===== config.mk =====
export PLATFORM = sky130hd
export DESIGN_NAME = text_cursor_ctrl
export DESIGN_NICKNAME = d
export VERILOG_FILES = /design/src/rtl/text_cursor_ctrl_pkg.sv /design/src/rtl/text_cursor_ctrl_fill_engine.sv /design/src/rtl/text_cursor_ctrl.sv
export SDC_FILE = /design/constraint.sdc
export NUM_CORES = 1
export LEC_CHECK = 0
export CORE_UTILIZATION = 30
export DETAILED_ROUTE_END_ITERATION = 8
export PLACE_DENSITY_LB_ADDON = 0.12
export SYNTH_ARGS = -nofsm -noshare
export SYNTH_HDL_FRONTEND = slang
export SYNTH_SLANG_ARGS = --single-unit

===== constraint.sdc =====
create_clock -name write_clk -period 8.7 [get_ports write_clk]
set_input_delay 1.74 -clock write_clk [delete_from_list [all_inputs] [get_ports write_clk]]
set_output_delay 1.74 -clock write_clk [all_outputs]
set_load 0.1 [all_outputs]

===== src/rtl/text_cursor_ctrl_pkg.sv =====
// Shared video package: screen geometry defaults, fill code, control codes,
// cursor controller state encoding and the character-cell address helper.
package text_cursor_ctrl_pkg;

  localparam int CH_COLS_DEF = 106;
  localparam int CH_ROWS_DEF = 40;
  localparam logic [7:0] FILL_CHAR_DEF = 8'd32;
  localparam int VM_AW = 13;

  localparam logic [7:0] CC_BS = 8'h08;
  localparam logic [7:0] CC_LF = 8'h0A;
  localparam logic [7:0] CC_FF = 8'h0C;
  localparam logic [7:0] CC_CR = 8'h0D;

  typedef enum logic [1:0] {
    ST_IDLE,
    ST_WRITE,
    ST_CLEAR_LINE,
    ST_CLEAR_ALL
  } tc_state_e;

  // Row-major cell address, formed at full width and truncated to the bus.
  function automatic logic [VM_AW-1:0] cell_addr(input int row, input int col, input int cols);
    int full;
    full = row * cols + col;
    return full[VM_AW-1:0];
  endfunction

  function automatic logic is_ctrl(input logic [7:0] code);
    return (code == CC_BS) || (code == CC_LF) || (code == CC_FF) || (code == CC_CR);
  endfunction

endpackage


===== src/rtl/text_cursor_ctrl_fill_engine.sv =====
// Run-of-writes generator: issues len consecutive addresses from start_addr,
// one per cycle while busy, and pulses done the cycle after the last one.
module tc_fill_engine
  import text_cursor_ctrl_pkg::*;
(
  input  logic             write_clk,
  input  logic             rst_n,
  input  logic             start,
  input  logic [VM_AW-1:0] start_addr,
  input  logic [VM_AW-1:0] len,
  output logic             busy,
  output logic [VM_AW-1:0] wr_addr,
  output logic             done
);

  localparam logic [VM_AW-1:0] ONE = 1;

  logic [VM_AW-1:0] rem_q;

  // len must be non-zero; start is only raised while the engine is idle.
  always_ff @(posedge write_clk) begin
    if (!rst_n) begin
      busy    <= 1'b0;
      wr_addr <= '0;
      rem_q   <= '0;
      done    <= 1'b0;
    end else begin
      done <= 1'b0;
      if (start) begin
        busy    <= 1'b1;
        wr_addr <= start_addr;
        rem_q   <= len;
      end else if (busy) begin
        wr_addr <= wr_addr + ONE;
        rem_q   <= rem_q - ONE;
        if (rem_q == ONE) begin
          busy <= 1'b0;
          done <= 1'b1;
        end
      end
    end
  end

endmodule


===== src/rtl/text_cursor_ctrl.sv =====
// Text cursor controller: turns a character/control stream into video memory
// writes, tracking the cursor and clearing lines or the whole screen.
module text_cursor_ctrl
  import text_cursor_ctrl_pkg::*;
#(
  parameter int         CH_COLS   = CH_COLS_DEF,
  parameter int         CH_ROWS   = CH_ROWS_DEF,
  parameter logic [7:0] FILL_CHAR = FILL_CHAR_DEF
) (
  input  logic        write_clk,
  input  logic        rst_n,
  input  logic [7:0]  tc_ch_in,
  input  logic        tc_ch_valid,
  output logic        tc_ch_ready,
  input  logic        tc_clear,
  output logic        tc_busy,
  output logic [12:0] vm_wr_addr,
  output logic [7:0]  vm_wr_data,
  output logic        vm_wr_en,
  output logic [6:0]  tc_cur_x,
  output logic [5:0]  tc_cur_y
);

  localparam logic [VM_AW-1:0] SCREEN_LEN = VM_AW'(CH_COLS * CH_ROWS);
  localparam logic [VM_AW-1:0] LINE_LEN   = VM_AW'(CH_COLS);
  localparam logic [6:0]       X_LAST     = 7'(CH_COLS - 1);
  localparam logic [5:0]       Y_LAST     = 6'(CH_ROWS - 1);

  tc_state_e        state_q, state_d;
  logic [6:0]       x_d;
  logic [5:0]       y_d, y_adv;
  logic [7:0]       ch_q;
  logic             accept;
  logic             eng_start, eng_busy, eng_done;
  logic [VM_AW-1:0] eng_addr0, eng_len, eng_addr;

  // Handshake: a code transfers on a cycle where tc_ch_valid && tc_ch_ready;
  // ready is only offered in IDLE with no clear request and reset released.
  assign tc_ch_ready = rst_n && (state_q == ST_IDLE) && !tc_clear;
  assign tc_busy     = (state_q != ST_IDLE);
  assign accept      = tc_ch_valid && tc_ch_ready;
  assign y_adv       = (tc_cur_y == Y_LAST) ? 6'd0 : tc_cur_y + 6'd1;

  always_comb begin
    state_d   = state_q;
    x_d       = tc_cur_x;
    y_d       = tc_cur_y;
    eng_start = 1'b0;
    eng_addr0 = '0;
    eng_len   = '0;
    case (state_q)
      ST_IDLE: begin
        if (tc_clear) begin
          eng_start = 1'b1;
          eng_len   = SCREEN_LEN;
          state_d   = ST_CLEAR_ALL;
        end else if (accept) begin
          state_d = ST_WRITE;
        end
      end
      ST_WRITE: begin
        state_d = ST_IDLE;
        if (ch_q == CC_CR) begin
          x_d = 7'd0;
        end else if (ch_q == CC_FF) begin
          eng_start = 1'b1;
          eng_len   = SCREEN_LEN;
          state_d   = ST_CLEAR_ALL;
        end else if (ch_q == CC_BS) begin
          // Erasing the cell left of the cursor is a one-cell clear run.
          if (tc_cur_x != 7'd0) begin
            x_d       = tc_cur_x - 7'd1;
            eng_start = 1'b1;
            eng_addr0 = cell_addr(32'(tc_cur_y), 32'(tc_cur_x - 7'd1), CH_COLS);
            eng_len   = VM_AW'(1);
            state_d   = ST_CLEAR_LINE;
          end
        end else if ((ch_q != CC_LF) && (tc_cur_x < X_LAST)) begin
          x_d = tc_cur_x + 7'd1;
        end else begin
          x_d       = 7'd0;
          y_d       = y_adv;
          eng_start = 1'b1;
          eng_addr0 = cell_addr(32'(y_adv), 0, CH_COLS);
          eng_len   = LINE_LEN;
          state_d   = ST_CLEAR_LINE;
        end
      end
      ST_CLEAR_LINE: begin
        if (eng_done) state_d = ST_IDLE;
      end
      ST_CLEAR_ALL: begin
        if (eng_done) begin
          x_d     = 7'd0;
          y_d     = 6'd0;
          state_d = ST_IDLE;
        end
      end
      default: state_d = ST_IDLE;
    endcase
  end

  always_ff @(posedge write_clk) begin
    if (!rst_n) begin
      state_q    <= ST_IDLE;
      tc_cur_x   <= 7'd0;
      tc_cur_y   <= 6'd0;
      ch_q       <= 8'd0;
      vm_wr_en   <= 1'b0;
      vm_wr_addr <= '0;
      vm_wr_data <= 8'd0;
    end else begin
      state_q  <= state_d;
      tc_cur_x <= x_d;
      tc_cur_y <= y_d;
      vm_wr_en <= 1'b0;
      if (accept) ch_q <= tc_ch_in;
      if (eng_busy) begin
        vm_wr_en   <= 1'b1;
        vm_wr_addr <= eng_addr;
        vm_wr_data <= FILL_CHAR;
      end else if (accept && !is_ctrl(tc_ch_in)) begin
        vm_wr_en   <= 1'b1;
        vm_wr_addr <= cell_addr(32'(tc_cur_y), 32'(tc_cur_x), CH_COLS);
        vm_wr_data <= tc_ch_in;
      end
    end
  end

  tc_fill_engine u_fill (
    .write_clk  (write_clk),
    .rst_n      (rst_n),
    .start      (eng_start),
    .start_addr (eng_addr0),
    .len        (eng_len),
    .busy       (eng_busy),
    .wr_addr    (eng_addr),
    .done       (eng_done)
  );

endmodule


==> run metrics, run 1 <==
status=complete, no violations; worst path cell trace=clkdlybuf4s50_1 -> buf_4 -> nor4b_1 -> clkdlybuf4s50_1; post-synthesis sequential area ratio=23.63%; first-pass GRT wire length=29.79 mm; Hold Startpoint=ch_q[3]; Max VDD drop=0.1129 mV; Vias/cell=5.076; reg2reg path depth=18; CTS tree=built; Post-DP HPWL=13.58 mm; min Tclk post-route=5906 ps; setup violators final=0; starting density of the core=30.56%; M1 WL=9.136 mm; dominant cell type by area after synthesis=dfxtp_1; Fin Setup TNS=0 ps; WL per Instance=16.29 um; Worst Path Max Fanout=27; Max Cap Viol=0; Nets=917; Die Span X=145.6 um; Req. time, crit path=6960 ps; post-route clock skew=6.611 ps; PostCTS Resize Cnt=0; Relative slew margins=33.30%; Least-Margin Pin Slew=997.4 ps; largest cells by area after synthesis=dfxtp_1, ha_1, nand2_1; Compound-Gate Fraction of Synth Area=22.30%; Residual DRC=0; Seq cells post-synth=73; number of DRC markers in iteration 0=356; Tot GR Track Use=17.66%; post-synthesis mux area share=1.174%; Final Total Pwr=1131 uW; port bufs=48; Post-Route WL=17.79 mm; DRT Pass-1 Iters=4; cell family with most CP delay=buffers and inverters; # rows=52; Slew Viols, Final=0; post-synthesis async set-or-reset flop share=0%; type of the worst min-delay path=register to register; Synthesis Warnings=0; WHS=453.7 ps; most numerous cell on the critical path=clkdlybuf4s50_1; vias in the first global route=5435; Finished Layout Cells=1092; Die ar.=21190 sq um; Hold Path Cell Cnt=2; Area Growth Syn to Fin=16.51%; clk slew on worst S/H paths=60 ps; CTS root buf=clkbuf_16; Post-Synth Adder-Cell Area=19.14%; largest family of logic cells by synthesized area=compound AO/OA/AOI/OAI gates; worst reg2reg path startpoint=tc_cur_y[0]; Mean Syn Cell Area=7.857 sq um; post-CTS setup buffer count=0; Cells after Synth=787; CTS H-tree depth=3; largest stage delay on the critical path=1220 ps; RSZ-0062 raised after global routing=no; f_max=169.3 MHz; WP data arrival=4170 ps; clk_lat worst skew=340 ps; Synth top area share=23.63%; commonest non-fill, non-tap cell in the layout=nand2_1; CP max stage cell=clkdlybuf4s50_1; Worst Hold End=ch_q[3]; Leak=0.003160 uW; Netlist cell types=68; Crit. End Element=output port; XOR/XNOR Fraction of Synth Area=5.949%; Setup Crit Path Kind=primary input to output port; GP Congestion=0.7823; # placed instances=1076; post-synthesis simple-gate area fraction=21.33%; Top FF cell, synth=dfxtp_1; io pins=49; CORE AREA=20230 sq um; CTS buffer count=9; fin crit share=67.89%; CP Buf/Inv Count=3; hold buffer count at cts=0; Vias=5543; layout cells sized above 1=3.893%; EDFF count, synth=0; clock sinks=73; pin count of the biggest net entering global routing=32; grt ovf=0; met3 WL=514 um; Die Y-Extent=145.6 um; startpoint types=primary input; most frequent cells in the layout=nand2_1, ha_1, dfxtp_1; pwr/cell area=156.9 nW/um^2; Syn Std Cell Area=6183 sq um; number of nets with antenna violations after routing=0; met2 WL=7.975 mm; reg-to-reg endpoint=u_fill.wr_addr[12]; R2R setup slack=3680 ps; Final Hold Viols=0; clock buffer depth=2; Net Count, Synth=887; initial antenna violation count=0; Antenna Cells=0; top layer in use=met4
## routing by layer
layer | vias to the layer above | track usage [%]
li1 | 2864 | -
met1 | 2587 | 24.96
met2 | 79 | 28.61
met3 | 13 | 2.038
met4 | 0 | 4.105
met5 | - | 0
## stage by stage
stage | cell area (sq um) | setup WS (ps) | utilization (%)
2_1_floorplan | 6183 | 1734 | -
3_3_place_gp | 6898 | 2760 | 34.09
3_5_place_dp | 6898 | 2821 | 34.09
4_1_cts | 7204 | 2782 | 35.60
5_1_grt | 7204 | 2671 | 35.60
6_report | 7204 | 2794 | 35.60
## power breakdown
group / total (uW) / switching (uW) / internal [uW]
Combinational: 345 / 231 / 114
Sequential: 397 / 34.4 / 363
Clock: 388 / 157 / 230
Total: 1130 / 423 / 708
## registers in the layout, indices dropped and copies added, names as in the netlist
name and count:
tc_cur_x 7, vm_wr_addr 13, u_fill.rem_q 13, vm_wr_en 1, ch_q 8, vm_wr_data 8, tc_cur_y 6, u_fill.wr_addr 13
u_fill.done 1, u_fill.busy 1, state_q 2
## area by class of cell
| cell class | count | area (sq um) |
|---|---|---|
| Clock buffer | 10 | 239.0 |
| Sequential cell | 73 | 1461 |
| Timing Repair Buffer | 53 | 518.0 |
| Multi-Input combinational cell | 611 | 4322 |
| Tap cell | 270 | 337.8 |
| Clock inverter | 6 | 67.56 |
| Inverter | 69 | 259.0 |
| Fill cell | 2176 | 13030 |
## synth_stat cells, drive strengths merged, types with 8 or more instances
master  number
a21oi       53
nor3        29
a21o         9
o21a         9
dfxtp       73
o211a       10
nand3       24
nor2b       11
xnor2       31
nand2       80
a211oi      11
a31oi        9
a22oi       12
xor2        11
and3         9
o21ai       32
clkbuf      25
ha          77
buf          9
inv         68
and2         8
nand4       13
fa          11
nor2        69
## tightest hold or removal path, stage by stage (launching register included)
cell	delay (ps)
dfxtp_1	310
nand2_1	50
a21oi_1	50
## how the worst max path moves through the flow
stage / start / endpoint / slack, ps / cells past startpoint
finish: rst_n / tc_ch_ready / 2790 / 4
global route: rst_n / tc_ch_ready / 2670 / 4
CTS: rst_n / tc_ch_ready / 2780 / 4
detailed placement: rst_n / tc_ch_ready / 2820 / 4
global placement: rst_n / tc_ch_ready / 2760 / 4
floorplan: rst_n / tc_ch_ready / 1730 / 2
## cells by family after synthesis
kind of cell,Yosys count
mux,7
flops,73
compound gates,201
xor+xnor,42
simple gates,273
buf+inv,103
fa+ha+maj,88
Power figures use the tool's default switching activity.
==> run 2, diff against run 1 <==
==> constraint.sdc (replaced) <==
create_clock -name write_clk -period 5.1 [get_ports write_clk]
set_input_delay 1.02 -clock write_clk [delete_from_list [all_inputs] [get_ports write_clk]]
set_output_delay 1.02 -clock write_clk [all_outputs]
set_load 0.1 [all_outputs]
==> run 2 against run 1 <==
  * Final area grew 0.26%
  * Highest routed layer unchanged
  * Clock skew grew 2.5 ps
  * Sequential cell count unchanged
  * Critical path type is now register to register
  * Core utilization grew 0.093 points
  * Worst hold slack gained 3.4 ps
  * Cell count grew 0.27%
  * Setup slack got worse by 2400 ps
  * Critical path depth rose by 15
  * Sequential share of layout area about the same
  * Total power up 71%
  * Clock-buffer cell count increased by 1
==> run metrics, run 2 (synthesis gave the netlist of run 1 again) <==
post-CTS setup buffer count=0; Die Y-Extent=145.6 um; Leak=0.003177 uW; fin crit share=93.17%; Finished Core Util=35.70%; type of the worst min-delay path=register to register; # rows=52; pin count of the biggest net entering global routing=32; Relative slew margins=32.81%; initial antenna violation count=0; sequential cell area=1463 sq um; Post-DP HPWL=14.53 mm; WHS=457.2 ps; pwr/cell area=267.1 nW/um^2; Area Growth Syn to Fin=16.82%; biggest regs=u_fill.rem_q (13), u_fill.wr_addr (13), vm_wr_addr (13); top layer in use=met4; Post-Route WL=18.84 mm; R2R setup slack=350 ps; RSZ-0062 raised after global routing=no; Max VDD drop=0.1706 mV; Multi-input gate area=4328 sq um; CTS root buf=clkbuf_16; WP data arrival=4980 ps; status=complete, no violations; layout cells sized above 1=4.485%; CORE AREA=20230 sq um; number of nets with antenna violations after routing=0; Slew Viols, Final=0; Vias=5744; reg2reg path depth=19; CTS H-tree depth=3; most frequent cells in the layout=nand2_1, ha_1, dfxtp_1; Least-Margin Pin Slew=1005 ps; clock buffer depth=2; clk slew on worst S/H paths=60 ps; Die ar.=21190 sq um; port bufs=48; Max Cap Viol=0; Crit. End Element=register; met3 WL=435 um; CTS buffer count=9; Final Hold Viols=0; WL per Instance=17.21 um; fill count=2077; PostCTS Resize Cnt=0; Antenna Cells=0; min Tclk post-route=4752 ps; hold buffer count at cts=0; starting density of the core=30.56%; CTS tree=built; met2 WL=8.780 mm; Hold Path Cell Cnt=2; clk_lat worst skew=350 ps; Nets=920; grt ovf=0; f_max=210.4 MHz; Req. time, crit path=5330 ps; Residual DRC=0; startpoint types=register; vias in the first global route=5697; Worst Path Max Fanout=13; number of DRC markers in iteration 0=388; clock sinks=73; commonest non-fill, non-tap cell in the layout=nand2_1; GP Congestion=0.8239; Final Total Pwr=1929 uW; Fin Setup TNS=0 ps; Die Span X=145.6 um; Tot GR Track Use=18.24%; setup violators final=0; Vias/cell=5.246; M1 WL=9.256 mm; DRT Pass-1 Iters=5; post-route clock skew=9.140 ps; io pins=49; Setup Crit Path Kind=register to register; first-pass GRT wire length=30.62 mm
-- run 2: changes by cell type in the layout (fill, tap and decap cells not counted) --
cell             before  now
buf_4                 5    9
clkbuf_1              0    1
clkdlybuf4s50_1      48   47
clkinv_2              1    2
clkinv_4              2    0
dfxtp_1              73   72
dfxtp_2               0    1
nor4b_1               3    2
nor4b_2               0    1
-- run 2: power by group --
group	internal (uW)	switching, uW
clock	391	259
sequential	620	59.6
combinational	196	404
-- run 2: metal layers --
layer,GRT usage (%),vias up
met1,24.45,2770
met2,30.24,84
met5,0,-
met3,2.476,24
met4,5.737,0
li1,-,2866
-- run 2: final timing paths --
check | startpoint | to
worst max register to register | tc_cur_y[0] | u_fill.wr_addr[12]
worst max-delay path | tc_cur_y[0] | u_fill.wr_addr[12]
worst min register to register | vm_wr_data[2] | vm_wr_data[2]
worst min-delay path | vm_wr_data[2] | vm_wr_data[2]
-- run 2: final cells by class --
type,instances,area share [%]
Inverter,69,3.586
Clock buffer,11,3.360
Clock inverter,5,0.7622
Sequential cell,73,20.25
Tap cell,270,4.677
Timing Repair Buffer,56,7.448
Multi-Input combinational cell,611,59.92
-- run 2: per-stage QoR --
stage	worst slack (ps)	instance area (sq um)	cells
after detailed placement	367.0	6925	1079
after global routing	72.30	7223	1095
after floorplan	65.74	6191	787
final	348.2	7223	1095
after global placement	513.5	6925	1079
after CTS	358.1	7223	1095
-- run 2: critical path, stage by stage (launching register included) --
cell and delay [ps]:
dfxtp_2 500, inv_1 110, ha_1 350, inv_1 60, ha_1 290, fa_1 570, inv_1 60, fa_1 460
nor2b_1 210, o22a_1 180, xnor2_1 180, inv_1 130, ha_1 360, a21o_1 220, a21oi_1 150, nor2_1 50
a211oi_1 260, xnor2_1 190, mux2i_1 220, a21oi_1 80
==> run 3, diff against run 2 <==
--- a/config.mk
+++ b/config.mk
@@ -5,6 +5,7 @@
 export SDC_FILE = /design/constraint.sdc
 export NUM_CORES = 1
 export LEC_CHECK = 0
+export CORE_MARGIN = 10
 export CORE_UTILIZATION = 30
 export DETAILED_ROUTE_END_ITERATION = 8
 export PLACE_DENSITY_LB_ADDON = 0.12
==> run 3 against run 2 <==
  * Maximum frequency grew 0.55%
  * Clock power about the same
  * Combinational power hardly changed
  * Sequential share of layout area about the same
  * Routed wire length grew 1.8%
  * Register-to-register slack improved by 30 ps
  * Clock skew about the same
  * Worst hold slack got worse by 0.79 ps
  * Largest power group unchanged
==> run metrics, run 3 (synthesis gave the netlist of run 1 again) <==
status=complete, no violations; Post-Route WL=19.19 mm; clock buffer depth=2; Clock power frac=33.7%; Switching Power=717.2 uW; Reg power frac=35.2%; number of nets with antenna violations after routing=0; Vias=5755; CTS H-tree depth=3; Post-DP HPWL=14.99 mm; Leak=0.003185 uW; Max Cap Viol=0; placed inst area=6933 sq um; M1 WL=9.045 mm; CORE AREA=20230 sq um; most frequent cells in the layout=nand2_1, ha_1, dfxtp_1; Vias/cell=5.251; GP Congestion=0.8600; PostCTS Resize Cnt=0; first-pass GRT wire length=31.40 mm; RSZ-0062 raised after global routing=no; post-route clock skew=9.146 ps; Relative slew margins=33.13%; met2 WL=9.287 mm; min Tclk post-route=4726 ps; biggest regs=u_fill.rem_q (13), u_fill.wr_addr (13), vm_wr_addr (13); combinational power share=31.1%; Setup Crit Path Kind=register to register; initial antenna violation count=0; Tot GR Track Use=14.62%; Final Cell Area=7233 sq um; Int Pwr=1209 uW; port bufs=48; Residual DRC=0; CTS buffer count=9; switch share=37.24%; clk slew on worst S/H paths=60 ps; Area Growth Syn to Fin=16.98%; clk_lat worst skew=340 ps; Nets=921; fin crit share=92.66%; Die Y-Extent=163.6 um; Die ar.=26750 sq um; starting density of the core=30.56%; clock sinks=73; DRT Pass-1 Iters=5; Worst Path Max Fanout=9; Fin Setup TNS=0 ps; Req. time, crit path=5330 ps; CTS tree=built; Least-Margin Pin Slew=999.9 ps; vias in the first global route=5765; WP data arrival=4960 ps; Max VDD drop=0.1560 mV; Die Span X=163.6 um; # rows=52; Slew Viols, Final=0; grt ovf=0; f_max=211.6 MHz; setup violators final=0; io pins=49; type of the worst min-delay path=register to register; number of DRC markers in iteration 0=332; startpoint types=register; top layer in use=met4; pin count of the biggest net entering global routing=32; pwr/cell area=266.3 nW/um^2; Crit. End Element=register; WL per Instance=17.50 um; CTS root buf=clkbuf_16; R2R setup slack=370 ps; hold buffer count at cts=0; layout cells sized above 1=4.479%; post-CTS setup buffer count=0; Antenna Cells=0; commonest non-fill, non-tap cell in the layout=nand2_1; met3 WL=669 um; Final Hold Viols=0
[run 3: power by group through the flow]
| stage | clock (uW) | sequential [uW] | combinational [uW] |
|---|---|---|---|
| 2_1_floorplan | 0 | 777 | 359 |
| 4_1_cts | 667 | 678 | 601 |
| 5_1_grt | 690 | 686 | 656 |
| 3_3_place_gp | 0 | 690 | 592 |
| 6_report | 648 | 678 | 599 |
| 3_5_place_dp | 0 | 690 | 598 |
[run 3: worst paths after layout]
kind,start,end,cells past startpoint
max,tc_cur_y[1],u_fill.wr_addr[12],18
min reg2reg,ch_q[5],ch_q[5],2
min,ch_q[5],ch_q[5],2
max reg2reg,tc_cur_y[1],u_fill.wr_addr[12],18
[run 3: cell type report]
type	count	area (sq um)
Tap cell	270	337.8
Clock inverter	4	51.30
Timing Repair Buffer	57	545.5
Inverter	69	259.0
Clock buffer	12	246.5
Multi-Input combinational cell	611	4328
Fill cell	2090	13000
Sequential cell	73	1465
[run 3: layer usage]
metal  up-vias  track usage [%]
met4         0            3.615
met2       108            24.46
met1      2757            19.06
met3        14            2.467
li1       2876                -
met5         -                0
[run 3: critical path: stages (launching register included)]
cell,delay (ps)
dfxtp_1,540
ha_1,320
inv_1,80
fa_1,470
fa_1,540
inv_1,40
ha_1,220
or2_2,310
o22a_1,180
xnor2_1,270
inv_1,140
ha_1,370
a21o_1,230
a21oi_1,150
nor2_1,50
a211oi_1,250
xnor2_1,170
mux2i_1,200
a21oi_1,70
[run 3: through the flow]
step / std cells / setup slack [ps] / hold slack, ps / total power, uW / utilization (%)
6_report: 1096 / 374.3 / 456.4 / 1926 / 35.75
3_5_place_dp: 1080 / 412.6 / 445.7 / 1288 / 34.26
3_3_place_gp: 1080 / 517.2 / 443.6 / 1282 / 34.26
5_1_grt: 1096 / 7.594 / 470.7 / 2033 / 35.75
4_1_cts: 1096 / 358.1 / 454.9 / 1946 / 35.73
2_1_floorplan: 787 / 65.74 / 431.4 / 1136 / -
